### src/rtl/piso_tx_pkg.sv
// piso_tx_pkg: shared state encoding and sizing helpers for the serial transmitter.
package piso_tx_pkg;
   typedef enum logic [1:0] {IDLE, SHIFT, PARITY} state_t;
   localparam int DEF_WIDTH = 8;
   function automatic int cnt_w(input int width);
      return $clog2(width + 1);
   endfunction
endpackage

### src/rtl/piso_bit_cell.sv
// piso_bit_cell: one shift-register stage, parallel load or shift-in, async active-low reset.
module piso_bit_cell (
   input  logic clk,
   input  logic res,
   input  logic en,
   input  logic load,
   input  logic pin,
   input  logic sin,
   output logic q
);
   always_ff @(posedge clk or negedge res)
      if (!res) q <= 1'b0;
      else if (en) q <= load ? pin : sin;
endmodule

### src/rtl/piso_tx.sv
// piso_tx: framed parallel-to-serial transmitter with a ready/valid load port.
// Define PISO_TX_PARITY_EN to append an even-parity bit after the data bits.
module piso_tx
   import piso_tx_pkg::*;
#(
   parameter int WIDTH     = DEF_WIDTH,
   parameter bit MSB_FIRST = 1'b1
) (
   input  logic             clk,
   input  logic             res,
   input  logic [WIDTH-1:0] din,
   input  logic             load_valid,
   output logic             load_ready,
   output logic             sout,
   output logic             sout_valid,
   output logic             frame,
   output logic             busy,
   output logic             done
);
   localparam int CW   = cnt_w(WIDTH);
   localparam int HEAD = MSB_FIRST ? WIDTH - 1 : 0;
`ifdef PISO_TX_PARITY_EN
   localparam state_t AFTER_DATA = PARITY;
`else
   localparam state_t AFTER_DATA = IDLE;
`endif
   state_t state, nxt;
   logic [CW-1:0] cnt;
   logic [WIDTH-1:0] sr, sin;
   logic accept, last, tail;

   assign accept = load_ready & load_valid;
   assign last   = cnt == CW'(WIDTH - 1);
   assign sin    = MSB_FIRST ? {sr[WIDTH-2:0], tail} : {tail, sr[WIDTH-1:1]};
   assign sout   = sr[HEAD];

`ifdef PISO_TX_PARITY_EN
   logic par;
   always_ff @(posedge clk or negedge res)
      if (!res) par <= 1'b0;
      else if (accept) par <= ^din;
   // Parity enters the tail on the first shift and reaches the head right after the last data bit.
   assign tail = par & (cnt == '0);
`else
   assign tail = 1'b0;
`endif

   for (genvar i = 0; i < WIDTH; i++) begin : g_cell
      piso_bit_cell u_cell (
         .clk (clk),
         .res (res),
         .en  (accept | (state != IDLE)),
         .load(load_ready),
         .pin (din[i]),
         .sin (sin[i]),
         .q   (sr[i])
      );
   end

   always_ff @(posedge clk or negedge res)
      if (!res) begin
         state      <= IDLE;
         cnt        <= '0;
         sout_valid <= 1'b0;
         frame      <= 1'b0;
         busy       <= 1'b0;
         done       <= 1'b0;
      end else begin
         state      <= nxt;
         cnt        <= accept ? '0 : (state == SHIFT) ? cnt + 1'b1 : cnt;
         sout_valid <= nxt != IDLE;
         frame      <= accept;
         busy       <= nxt != IDLE;
         done       <= (state != IDLE) && (nxt == IDLE);
      end

   always_comb
      nxt = (state == IDLE)  ? (load_valid ? SHIFT : IDLE) :
            (state == SHIFT) ? (last ? AFTER_DATA : SHIFT) : IDLE;

   always_comb
      load_ready = state == IDLE;
endmodule
### config.mk
export PLATFORM = sky130hd
export DESIGN_NAME = piso_tx
export DESIGN_NICKNAME = d
export VERILOG_FILES = /design/src/rtl/piso_tx_pkg.sv /design/src/rtl/piso_bit_cell.sv /design/src/rtl/piso_tx.sv
export SDC_FILE = /design/constraint.sdc
export NUM_CORES = 1
export LEC_CHECK = 0
export CELL_PAD_IN_SITES_DETAIL_PLACEMENT = 0
export CELL_PAD_IN_SITES_GLOBAL_PLACEMENT = 1
export CORE_MARGIN = 2
export CORE_UTILIZATION = 35
export CTS_CLUSTER_SIZE = 28
export DETAILED_ROUTE_END_ITERATION = 16
export PLACE_DENSITY = 0.72
export SYNTH_ARGS = -nofsm -noshare
export SYNTH_HDL_FRONTEND = slang
export SYNTH_SLANG_ARGS = --single-unit
### constraint.sdc
create_clock -name clk -period 1.3 [get_ports clk]
set_input_delay 0.195 -clock clk [delete_from_list [all_inputs] [get_ports clk]]
set_output_delay 0.195 -clock clk [all_outputs]
set_load 0.05 [all_outputs]
==> results.cfg <==
[outcome]
status = finished clean

[sta]
slew_viol_final = 0
period_share = 0.952
finClkSkew_ns = 0.00125
finalHoldViolations = 0
period_needed_ns = 1.24
max_slew.worst_pin.slew_ns = 0.190
max_slew_margin = 0.873
finalSetupViolCount = 0
clock.fmax_mhz = 808
hold_slack_ns = 0.214
finalSetupTns_ns = 0
rsz0062_at_grt = false

[clock_tree]
cts_buffers = 3
clock-root-buffer = clkbuf_4
clkTransAtPathRegs_ns = 0.08
clock_path_buffers = 2
htreeDepth = 1
cts_tree = done
clk_latency_ns = 0.28
ctsHoldBuffers = 0
cts.sink_count = 15

[grt]
busiest_layer = met2
grt_overflow = 0
use_met1 = 0.166
grt_start_max_net_pins = 16
grtUsageTotal = 0.131
gr-usage-met3 = 0.0577
grt_pass1_wl_um = 1960
antenna_found_initial = 0
first_global_vias = 455
use_met2 = 0.189

[floorplanning]
start_util = 0.373
die_width_um = 47.2
dieArea_mm2 = 0.00222
core_mm2 = 0.00175
rows = 15
dieHeight_um = 47.2
pin_count = 17

[critical_path]
critPathKind = register to output port
crit_arrival_ns = 1.04
start_kind = register
required_ns = 1.11
cp-startpoint = state[0]$_DFF_PN0_
worst-path-max-fanout = 6
end_kind = output port
reg2reg_from = cnt[0]$_DFFE_PN0P_

[cells_and_area]
fill_cells = 149
design_area_um2 = 937
fin_nets = 91
multiInputGateArea_um2 = 241
diodes = 0
syn_to_final_growth_pct = 43.8
postLayoutCoreUtil = 0.537
drive_above_1_share = 0.192
final-seq-area_um2 = 377

[pwr]
ir_worst_vdd_mv = 1.24
powerDensity_mw_per_mm2 = 2240
leakage_nw = 0.419

[drt]
finalWirelength_um = 1140
viasPerCell = 4.58
firstDrtPassIters = 2
vias = 472
drc = 0
wl_per_cell_um = 11.1
drtIter0Drc = 6
ant_nets = 0

[logic_synthesis]
ys_warn_count = 0
async_flop_share = 1.00
synth_edf_count = 0
syn-num-nets = 70
syn_area_um2 = 652
avgSynthCellArea_um2 = 11.2
synthTopCellsByCount = dfrtp_1, nand2_1, mux2i_1
yosysSeqAreaShare = 0.576
synth_area_leaders = dfrtp_1, mux2i_1, nand2_1
synth-seq-cells = 15
yosysMostFrequentCell = dfrtp_1
syn_inst = 58
yosysTopAreaCell = dfrtp_1
netlist.area_leader.share = 0.576
synth_ff_type = dfrtp_1
synth_cell_types = 18

[placed_design]
dp_hpwl_um = 810
placedInstanceArea_um2 = 900
io_buffer_count = 16
place.gp.congestion = 0.646

[hold_path]
hold_class = input port to asynchronous set/reset pin

[job]
drv_cap = 0
-- final timing paths --
path | endpoint | depth (start not counted) | slack [ns]
worst min register to register | g_cell[5].u_cell.q$_DFFE_PN0P_ | 2 | 0.49
worst min-delay path | g_cell[2].u_cell.q$_DFFE_PN0P_ | 2 | 0.21
min in group clk | g_cell[5].u_cell.q$_DFFE_PN0P_ | 2 | 0.49
worst max-delay path | load_ready | 2 | 0.06
max in group asynchronous | state[0]$_DFF_PN0_ | 2 | 0.90
worst max register to register | cnt[1]$_DFFE_PN0P_ | 2 | 0.25
-- per-stage QoR --
stage          total power, mW  setup WS [ns]  cells
5_1_grt                   2.24        0.00989    103
3_3_place_gp              1.81         0.0518     98
2_1_floorplan             1.43      -0.000676     58
6_report                  2.10         0.0623    103
3_5_place_dp              1.82         0.0421     98
4_1_cts                   2.11         0.0131    103
-- layout by cell type (no fill, tap or decap), drive strengths merged --
cell type / instances
nor2: 3
and4b: 1
clkinvlp: 1
nor2b: 1
clkbuf: 4
o21ai: 8
buf: 10
o22ai: 2
nand2: 10
xnor2: 1
dfrtp: 15
clkdlybuf4s50: 10
a22o: 1
xor2: 1
ha: 1
nand3: 1
mux2i: 8
-- power breakdown --
part           internal [mW]  switching [mW]  total [mW]
Combinational          0.502           0.547        1.05
Clock                  0.119           0.145       0.264
Sequential             0.647           0.139       0.786
Total                   1.27           0.831        2.10
-- sequential cells by signal, summed over array words and instances, names as in the netlist --
signal           count
g_cell.u_cell.q      8
cnt                  4
done                 1
frame                1
state                1
-- per-layer routing --
| layer | wire (um) | vias up |
|---|---|---|
| li1 | - | 240 |
| met4 | 10 | 0 |
| met2 | 513 | 8 |
| met5 | 0 | - |
| met1 | 581 | 222 |
| met3 | 38 | 2 |
-- cell families (layout without fill, tap and decap cells) --
kind of cell,Yosys count,after routing,share of synthesized area
AO/OA/AOI/OAI,11,11,0.0940
XOR/XNOR,2,2,0.0269
adder cells (fa/ha/maj),1,1,0.0192
buffers and inverters,5,25,0.0537
flip-flops,15,15,0.576
multiplexers,8,8,0.123
AND/OR/NAND/NOR,16,16,0.107
-- layout make-up --
class	count	area share
Clock buffer	4	0.0280
Inverter	1	0.00801
Multi-Input combinational cell	38	0.258
Sequential cell	15	0.402
Tap cell	25	0.0334
Timing Repair Buffer	20	0.271
-- critical path: stages (launching register included) --
cell and delay [ns]:
dfrtp_2 0.44, clkinvlp_4 0.12, buf_4 0.20
-- what timing repair did --
| item | in CTS | in global routing |
|---|---|---|
| buffers inserted | 1 | 0 |
| endpoints found under the setup margin | 1 | 1 |
| hold endpoints to repair | 0 | 0 |
| resized for setup | 0 | 1 |
(Power assumes the default switching activity.)
